[config.mk]
export PLATFORM = sky130hd
export DESIGN_NAME = dsp_psum_collect
export DESIGN_NICKNAME = d
export VERILOG_FILES = /design/src/rtl/dsp_psum_collect.sv
export SDC_FILE = /design/constraint.sdc
export NUM_CORES = 1
export LEC_CHECK = 0
export ABC_AREA = 1
export BUFFER_PORTS_ARGS = -buffer_cell sky130_fd_sc_hd__buf_2
export CAP_MARGIN = 10
export CORE_ASPECT_RATIO = 0.9
export CORE_UTILIZATION = 40
export CTS_CLUSTER_SIZE = 20
export DETAILED_ROUTE_END_ITERATION = 10
export PLACE_DENSITY = 0.57
export SKIP_LAST_GASP = 1
export SYNTH_ARGS = -nofsm -noshare
export SYNTH_HDL_FRONTEND = slang
export SYNTH_SLANG_ARGS = --single-unit
[constraint.sdc]
create_clock -name clk -period 8 [get_ports clk]
set_clock_uncertainty 0.05 [all_clocks]
set_input_delay 0.8 -clock clk [delete_from_list [all_inputs] [get_ports clk]]
set_output_delay 0.8 -clock clk [all_outputs]
set_load 0.1 [all_outputs]
[src/rtl/dsp_psum_collect.sv]
// Output stage of the DSP systolic array. It de-skews the bottom-row partial sums,
// accumulates groups of vectors and queues the finished sums for a valid/ready consumer.
module dsp_psum_collect #(
  parameter int COLS       = 4,
  parameter int DW         = 16,
  parameter int ACC_DW     = 32,
  parameter int LEN_W      = 16,
  parameter int FIFO_DEPTH = 4
) (
  input  logic                   clk,
  input  logic                   rst_n,
  input  logic                   clear,
  input  logic [LEN_W-1:0]       cfg_acc_len,
  input  logic                   in_valid,
  input  logic [COLS*DW-1:0]     psu_in,
  output logic                   out_valid,
  input  logic                   out_ready,
  output logic [COLS*ACC_DW-1:0] out_data,
  output logic                   busy,
  output logic                   ovf_err
);

  localparam int PTR_W = (FIFO_DEPTH > 1) ? $clog2(FIFO_DEPTH) : 1;
  localparam int CNT_W = PTR_W + 1;

  logic [COLS*DW-1:0] aligned;
  logic               aligned_valid;
  logic               vsr_any;

  // Slot valid tracks column 0; it arrives COLS-1 cycles later with the aligned vector.
  generate
    if (COLS > 1) begin : g_vsr
      logic [COLS-2:0] vsr;
      always_ff @(posedge clk or negedge rst_n) begin
        if (!rst_n) begin
          vsr <= '0;
        end else if (clear) begin
          vsr <= '0;
        end else begin
          vsr[0] <= in_valid;
          for (int k = 1; k < COLS - 1; k++) begin
            vsr[k] <= vsr[k-1];
          end
        end
      end
      assign aligned_valid = vsr[COLS-2];
      assign vsr_any       = |vsr;
    end else begin : g_novsr
      assign aligned_valid = in_valid;
      assign vsr_any       = 1'b0;
    end
  endgenerate

  // Lane c enters c cycles after its slot, so it needs COLS-1-c stages to line up.
  generate
    for (genvar c = 0; c < COLS; c++) begin : g_lane
      if (c == COLS - 1) begin : g_direct
        assign aligned[c*DW +: DW] = psu_in[c*DW +: DW];
      end else begin : g_pipe
        logic [DW-1:0] pipe [COLS-1-c];
        always_ff @(posedge clk or negedge rst_n) begin
          if (!rst_n) begin
            for (int k = 0; k < COLS - 1 - c; k++) begin
              pipe[k] <= '0;
            end
          end else begin
            pipe[0] <= psu_in[c*DW +: DW];
            for (int k = 1; k < COLS - 1 - c; k++) begin
              pipe[k] <= pipe[k-1];
            end
          end
        end
        assign aligned[c*DW +: DW] = pipe[COLS-2-c];
      end
    end
  endgenerate

  logic [LEN_W-1:0]       cnt;
  logic [LEN_W-1:0]       len_q;
  logic [LEN_W-1:0]       eff_len;
  logic                   last;
  logic [COLS*ACC_DW-1:0] acc;
  logic [COLS*ACC_DW-1:0] sum;

  // The group length is captured from cfg only when a group starts.
  always_comb begin
    eff_len = len_q;
    if (cnt == '0) begin
      eff_len = (cfg_acc_len == '0) ? LEN_W'(1) : cfg_acc_len;
    end
    last = ((LEN_W+1)'(cnt) + (LEN_W+1)'(1)) == (LEN_W+1)'(eff_len);
    sum  = '0;
    for (int c = 0; c < COLS; c++) begin
      sum[c*ACC_DW +: ACC_DW] = ((cnt == '0) ? '0 : acc[c*ACC_DW +: ACC_DW])
                              + ACC_DW'($signed(aligned[c*DW +: DW]));
    end
  end

  always_ff @(posedge clk or negedge rst_n) begin
    if (!rst_n) begin
      cnt   <= '0;
      len_q <= '0;
      acc   <= '0;
    end else if (clear) begin
      cnt   <= '0;
      len_q <= '0;
      acc   <= '0;
    end else if (aligned_valid) begin
      if (cnt == '0) begin
        len_q <= eff_len;
      end
      if (last) begin
        cnt <= '0;
      end else begin
        cnt <= cnt + LEN_W'(1);
        acc <= sum;
      end
    end
  end

  // Handshake: the head transfers on a cycle where out_valid && out_ready are both high;
  // while out_valid is high and out_ready low, out_data holds its value.
  logic [COLS*ACC_DW-1:0] mem [FIFO_DEPTH];
  logic [PTR_W-1:0]       wr_ptr;
  logic [PTR_W-1:0]       rd_ptr;
  logic [CNT_W-1:0]       count;
  logic                   push_req;
  logic                   push;
  logic                   pop;
  logic                   full;
  logic                   drop;

  assign full     = (count == CNT_W'(FIFO_DEPTH));
  assign pop      = out_valid && out_ready;
  assign push_req = aligned_valid && last;
  assign push     = push_req && (!full || pop);
  assign drop     = push_req && full && !pop;

  always_ff @(posedge clk) begin
    if (push && !clear) begin
      mem[wr_ptr] <= sum;
    end
  end

  always_ff @(posedge clk or negedge rst_n) begin
    if (!rst_n) begin
      wr_ptr  <= '0;
      rd_ptr  <= '0;
      count   <= '0;
      ovf_err <= 1'b0;
    end else if (clear) begin
      wr_ptr  <= '0;
      rd_ptr  <= '0;
      count   <= '0;
      ovf_err <= 1'b0;
    end else begin
      if (push) begin
        wr_ptr <= wr_ptr + PTR_W'(1);
      end
      if (pop) begin
        rd_ptr <= rd_ptr + PTR_W'(1);
      end
      if (push && !pop) begin
        count <= count + CNT_W'(1);
      end else if (pop && !push) begin
        count <= count - CNT_W'(1);
      end
      if (drop) begin
        ovf_err <= 1'b1;
      end
    end
  end

  assign out_valid = (count != '0);
  assign out_data  = out_valid ? mem[rd_ptr] : '0;
  assign busy      = vsr_any || (cnt != '0);

endmodule

==> impl_metrics.json, run 1 <==
{
  "design.core.area_um2": 91800,
  "rsz0062_at_grt": "false",
  "hold_buffers": 0,
  "numClockSinks": 779,
  "path_class": "flop to flop",
  "p_clk_share_pct": 28.0,
  "use_met2_pct": 32.9,
  "arrival_ns": 5.84,
  "avgSynthCellArea_um2": 9.85,
  "start_util_pct": 40.6,
  "slew_headroom_pct": 28.9,
  "cts_max_level": 3,
  "place_congestion": 0.896,
  "nets": 4190,
  "synth-edff-count": 512,
  "cpMostUsedCell": "a21boi_0",
  "cp-end-kind": "flop",
  "clk_pin_slew_ns": 0.06,
  "vias": 27000,
  "mappedNetlistArea_um2": 37300,
  "drt-initial-drc-count": 1939,
  "post-route-period-util_pct": 68.9,
  "synth.ff_latch_count": 779,
  "cts.repair.resized": 0,
  "p_sw_share_pct": 46.9,
  "drcViolationCount": 0,
  "vias_per_cell": 5.12,
  "hold_violations": 0,
  "design_area_um2": 42400,
  "drt-wirelength-per-cell_um": 18.6,
  "use_met3_pct": 2.87,
  "critical_path.cell_chain": "inv_2 > ha_1 > inv_1 > nor2_1 > nand2_1 > nor2_2 > nand2_2 > inv_4 > buf_4 > nor2_1 > ha_1 > a21oi_1 > o21ai_1 > a21boi_0 > o21ai_1 > a21boi_0 > o21ai_0 > a21boi_0 > xor2_1 > inv_1",
  "fmax_mhz": 181,
  "worstMarginPinSlew_ns": 1.07,
  "p_comb_share_pct": 40.1,
  "leakagePower_nw": 17.3,
  "insertion_delay_ns": 0.65,
  "grtUsageMet1_pct": 30.7,
  "grt_start_max_net_pins": 127,
  "cts_buffers": 84,
  "grt_pass1_vias": 26100,
  "placed_cell_area_um2": 39600,
  "synth_area_leaders": "edfxtp_1, dfrtp_1, nor2_1",
  "worst_hold_path_type": "input pin to asynchronous set/reset pin",
  "tns_ns": 0,
  "area_delta_synth_final_pct": 13.7,
  "ant_nets": 0,
  "grt_usage_pct": 21.0,
  "preCtsSetupSlack_ns": 2.42,
  "fp.dieW_um": 324,
  "seqPwrFrac_pct": 31.8,
  "drt-total-wl_um": 98300,
  "crit_family": "compound AO/OA/AOI/OAI gates",
  "overflow": 0,
  "cts_root_buf": "clkbuf_16",
  "grt_antenna_before_repair": 2,
  "synth_nets": 4009,
  "synthTopCellsByCount": "nor2_1, edfxtp_1, nand2_1, o21ai_0, inv_1",
  "yosysWarnings": 0,
  "p_sw_mw": 6.55,
  "worstReg2RegStart": "cnt[0]$_DFFE_PN0P_",
  "firstDrtPassIters": 5,
  "cp_max_fo": 77,
  "period_minus_slack_ns": 5.51,
  "reg2reg_to": "mem[0][84]$_DFFE_PP_",
  "n_fill_cell": 8641,
  "seq_area_frac_synth_pct": 59.1,
  "cp_slowest_cell": "inv_4",
  "critPathLaunchType": "flop",
  "ir_worst_vdd_mv": 0.414,
  "cts.path.max_buffers": 3,
  "synth_cells": 3789,
  "outcome": "completed",
  "synthFlopType": "edfxtp_1",
  "ys_types": 49,
  "die_h_um": 292,
  "setup_viol": 0,
  "io_buffers": 215,
  "max_stage_delay_ns": 0.67,
  "reg2regPathDepth": 20,
  "power_density_nw_per_um2": 329,
  "finalWorstSetupSlack_ns": 2.49,
  "busiest_layer": "met2",
  "crit_buf_inv": 5,
  "grt_pass1_wl_um": 153000,
  "fp-row-count": 105,
  "drive_gt1_share_pct": 11.8,
  "drv_cap": 0,
  "finalMaxSlewViolations": 0,
  "r2r_slack_ns": 2.49,
  "async_reset_ff_share_pct": 34.3,
  "die_area_um2": 94500,
  "io_pins": 216,
  "p_int_mw": 7.41,
  "cts_tree": "yes",
  "cts_setup_buffers": 0,
  "yosysTopAreaCellShare_pct": 41.2,
  "synth_most_common_cell": "nor2_1",
  "detailed_place_hpwl_um": 63200,
  "synth_top_area_cell": "edfxtp_1",
  "required_ns": 8.32
}
## layout make-up
type / instances / area (µm²) / area share (%)
inverter: 355 / 1340 / 3.16
sequential: 779 / 22100 / 52.0
antenna: 3 / 7.51 / 0.0177
tap: 1230 / 1540 / 3.63
clock inverter: 49 / 474 / 1.12
multi-input combinational: 2508 / 13300 / 31.4
clock buffer: 108 / 2340 / 5.50
timing repair buffer: 242 / 1330 / 3.13
## worst max path at each step
stage	cells after the start	start	slack [ns]	endpoint
2_1_floorplan	15	cnt[0]$_DFFE_PN0P_	-0.16	mem[0][0]$_DFFE_PP_
3_3_place_gp	17	cnt[0]$_DFFE_PN0P_	2.49	mem[2][56]$_DFFE_PP_
3_5_place_dp	17	cnt[0]$_DFFE_PN0P_	2.42	mem[0][55]$_DFFE_PP_
4_1_cts	17	cnt[0]$_DFFE_PN0P_	2.39	mem[0][45]$_DFFE_PP_
5_1_grt	17	cnt[0]$_DFFE_PN0P_	2.02	mem[0][41]$_DFFE_PP_
6_report	20	cnt[0]$_DFFE_PN0P_	2.49	mem[0][84]$_DFFE_PP_
## power groups by stage
stage	clock network (mW)	registers, mW	logic [mW]
6_report	3.91	4.44	5.60
5_1_grt	4.17	4.45	5.90
4_1_cts	4.01	4.45	5.66
3_5_place_dp	0	4.53	5.65
3_3_place_gp	0	4.53	5.64
2_1_floorplan	0	4.48	4.50
## registers in the layout (all words and copies together), names as in the netlist
signal / cells
mem: 512
acc: 128
g_lane.g_pipe.pipe: 64
aligned: 32
cnt: 16
len_q: 16
count: 3
g_vsr.vsr: 3
rd_ptr: 2
wr_ptr: 2
ovf_err: 1
## layer usage
metal | wire (µm) | part of all wire, %
met1 | 47100 | 48
met2 | 44700 | 45
met3 | 4710 | 4.8
met4 | 1790 | 1.8
met5 | 0 | 0
## cells in the final DEF (no fill, tap or decap), drive strengths merged, types with 6 or more instances in the layout
master / Yosys / layout
ha: 130 / 130
a21boi: 20 / 20
nor3: 30 / 30
a21oi: 295 / 295
nor4: 6 / 6
o22ai: 51 / 51
o2111ai: 6 / 6
o211ai: 6 / 6
nor2: 783 / 783
nand3: 69 / 69
clkinv: 1 / 33
dfrtp: 267 / 267
inv: 354 / 362
buf: 28 / 242
xnor2: 30 / 30
clkbuf: 119 / 108
o221ai: 8 / 8
a31oi: 9 / 9
edfxtp: 512 / 512
nand4: 18 / 18
o31ai: 7 / 7
nand3b: 11 / 11
xor2: 95 / 95
a221oi: 6 / 6
a21o: 17 / 17
o21ai: 456 / 456
nand2: 431 / 431
## metrics by stage
| stage | power, mW | hold WS [ns] | cells | utilization, % |
|---|---|---|---|---|
| 2_1_floorplan | 8.98 | 0.281 | 3789 | - |
| 3_3_place_gp | 10.2 | 0.284 | 5114 | 43.1 |
| 3_5_place_dp | 10.2 | 0.285 | 5114 | 43.1 |
| 4_1_cts | 14.1 | 0.163 | 5271 | 46.2 |
| 5_1_grt | 14.5 | 0.180 | 5271 | 46.2 |
| 6_report | 14.0 | 0.159 | 5274 | 46.2 |
## logic make-up (layout without fill, tap and decap cells)
logic type / Yosys count / count (layout) / share of synthesized area, %
simple gates: 1357 / 1357 / 14.6
compound gates: 891 / 891 / 13.4
flops: 779 / 779 / 59.1
buf+inv: 502 / 754 / 5.28
fa+ha+maj: 135 / 135 / 4.63
xor+xnor: 125 / 125 / 2.93
other cells: 0 / 3 / 0
Power figures use the tool's default switching activity.
==> inputs of run 2 (changes only) <==
- clock period: 8 -> 4.9 ns (I/O delays scaled with it)
==> run 2 against run 1 <==
Effect of this change: sequential share of layout area fell by 1.2 points; clock power rose by 69%; design area rose by 2.4%; utilization grew 1.1 points; via count rose by 0.77%; fmax is 24% higher; cell count rose by 1.3%.
==> impl_metrics.json, run 2 (same netlist as run 1, synthesis figures left out) <==
{
  "ir_worst_vdd_mv": 0.885,
  "ant_nets": 0,
  "cts.path.max_buffers": 3,
  "overflow": 0,
  "drv_cap": 0,
  "design.core.area_um2": 91800,
  "drt-wirelength-per-cell_um": 18.4,
  "largest_reg_flops": 512,
  "cts_setup_buffers": 0,
  "top_regs": "mem (512), acc (128), g_lane.g_pipe.pipe (64)",
  "top_register": "mem",
  "die_area_um2": 94500,
  "insertion_delay_ns": 0.64,
  "fin_hold_ws_ns": 0.144,
  "die_h_um": 292,
  "cts_buffers": 84,
  "power_mw": 23.1,
  "worstReg2RegStart": "cnt[0]$_DFFE_PN0P_",
  "cts_root_buf": "clkbuf_16",
  "final_common_cell": "nor2_1",
  "p_int_mw": 12.5,
  "tns_ns": 0,
  "fmax_mhz": 226,
  "area_delta_synth_final_pct": 16.4,
  "io_pins": 216,
  "vias_per_cell": 5.10,
  "p_sw_mw": 10.6,
  "vias": 27200,
  "io_buffers": 215,
  "cts_tree": "yes",
  "cp-end-kind": "flop",
  "cp_slowest_cell": "dfrtp_1",
  "final_cell_mix": "nor2_1, edfxtp_1, nand2_1",
  "fp.dieW_um": 324,
  "grt_antenna_before_repair": 5,
  "max_stage_delay_ns": 0.45,
  "power_density_nw_per_um2": 533,
  "worstMarginPinSlew_ns": 0.959,
  "numClockSinks": 779,
  "fp-row-count": 105,
  "setup_viol": 0,
  "cp_max_fo": 28,
  "required_ns": 5.34,
  "outcome": "completed",
  "seqPwrFrac_pct": 31.3,
  "worst_hold_path_type": "input pin to flop",
  "drive_gt1_share_pct": 12.0,
  "firstDrtPassIters": 7,
  "reg2reg_to": "mem[1][93]$_DFFE_PP_",
  "drt-total-wl_um": 98100,
  "hp-start": "cfg_acc_len[1]",
  "rsz0062_at_grt": "true",
  "design_area_um2": 43500,
  "critPathLaunchType": "flop",
  "grt_start_max_net_pins": 130,
  "cpMostUsedCell": "nand2_1",
  "reg2regPathDepth": 22,
  "critical_path.cell_chain": "inv_2 > ha_1 > inv_1 > nor2_1 > nand2_1 > nor2_2 > nand2_2 > inv_6 > buf_12 > buf_12 > nor2_1 > ha_1 > nand2_1 > nor4_1 > nand3b_1 > nand3_1 > nand2_1 > o211ai_1 > a21oi_1 > or2_2 > and2_1 > inv_1",
  "leakagePower_nw": 17.7,
  "post-route-period-util_pct": 90.5,
  "hold_path_depth": 3,
  "p_clk_share_pct": 28.5,
  "start_util_pct": 40.6,
  "arrival_ns": 4.87,
  "placed_cell_area_um2": 40000,
  "p_sw_share_pct": 45.9,
  "r2r_slack_ns": 0.47,
  "hold_violations": 0,
  "clk_pin_slew_ns": 0.06,
  "finalMaxSlewViolations": 0,
  "min_to": "len_q[1]$_DFFE_PN0P_",
  "cts_max_level": 3,
  "period_minus_slack_ns": 4.43,
  "detailed_place_hpwl_um": 62800,
  "drcViolationCount": 0,
  "p_comb_share_pct": 40.1,
  "grt_pass1_wl_um": 153000,
  "drt-initial-drc-count": 2004,
  "antenna_cells": 0,
  "nets": 4259,
  "place_congestion": 0.915,
  "slew_headroom_pct": 36.1,
  "path_class": "flop to flop",
  "grt_usage_pct": 20.8,
  "grt_pass1_vias": 26400
}
run 2: cell count changes in the layout (fill, tap and decap cells not counted), sizes merged:
cell and change:
dlygate4sd3 +50, inv -3, clkinv -4, bufinv +6
clkbuf +4, clkinvlp -3, buf +19, diode -3
run 2: worst max-delay path by stage:
stage | from | endpoint | slack, ns | depth (start not counted)
3_5_place_dp | cnt[0]$_DFFE_PN0P_ | mem[2][52]$_DFFE_PP_ | 0.28 | 19
2_1_floorplan | cnt[0]$_DFFE_PN0P_ | mem[0][0]$_DFFE_PP_ | -1.17 | 15
3_3_place_gp | cnt[0]$_DFFE_PN0P_ | mem[0][52]$_DFFE_PP_ | 0.41 | 19
5_1_grt | cnt[0]$_DFFE_PN0P_ | acc[30]$_DFFE_PN0P_ | 0.03 | 22
4_1_cts | cnt[0]$_DFFE_PN0P_ | mem[0][52]$_DFFE_PP_ | 0.26 | 19
6_report | cnt[0]$_DFFE_PN0P_ | mem[1][93]$_DFFE_PP_ | 0.47 | 22
run 2: area by class of cell:
class / instances / area (µm²)
repair buffers: 311 / 2260
inverters: 355 / 1350
clock buffers: 112 / 2360
clock inverters: 45 / 538
fillers: 8572 / 48400
well taps: 1230 / 1540
flip-flops and latches: 779 / 22100
multi-input cells: 2508 / 13300
run 2: critical path, delay by kind of cell (launching register included):
| family | cells | cell delay [ns] |
|---|---|---|
| simple gates | 12 | 1.94 |
| buf+inv | 6 | 0.97 |
| fa+ha+maj | 2 | 0.55 |
| flops | 1 | 0.45 |
| compound gates | 2 | 0.30 |
run 2: through the flow:
stage | instances | util, % | setup slack (ns)
after floorplan | 3789 | - | -1.17
after global placement | 5133 | 43.6 | 0.407
after detailed placement | 5133 | 43.6 | 0.280
after CTS | 5340 | 47.3 | 0.262
after global routing | 5340 | 47.3 | 0.0312
final | 5340 | 47.3 | 0.467
run 2: power groups by stage:
stage	Sequential, mW	Clock (mW)	Combinational (mW)
3_5_place_dp	7.39	0	9.33
3_3_place_gp	7.39	0	9.31
6_report	7.25	6.60	9.29
5_1_grt	7.26	7.01	9.78
4_1_cts	7.26	6.75	9.38
2_1_floorplan	7.31	0	7.35
run 2: routing by layer:
metal / GRT usage [%] / wire length, µm / up-vias
met2: 32.7 / 44500 / 541
met3: 2.55 / 3740 / 128
li1: - / - / 13400
met1: 30.4 / 47700 / 13200
met5: 0 / 13 / -
met4: 5.57 / 2160 / 2
run 2: repair_timing:
item	4_1_cts	5_1_grt
endpoints found under the hold margin	145	0
gates resized for setup	0	5
hold buffers	50	0
setup endpoints to repair	0	22
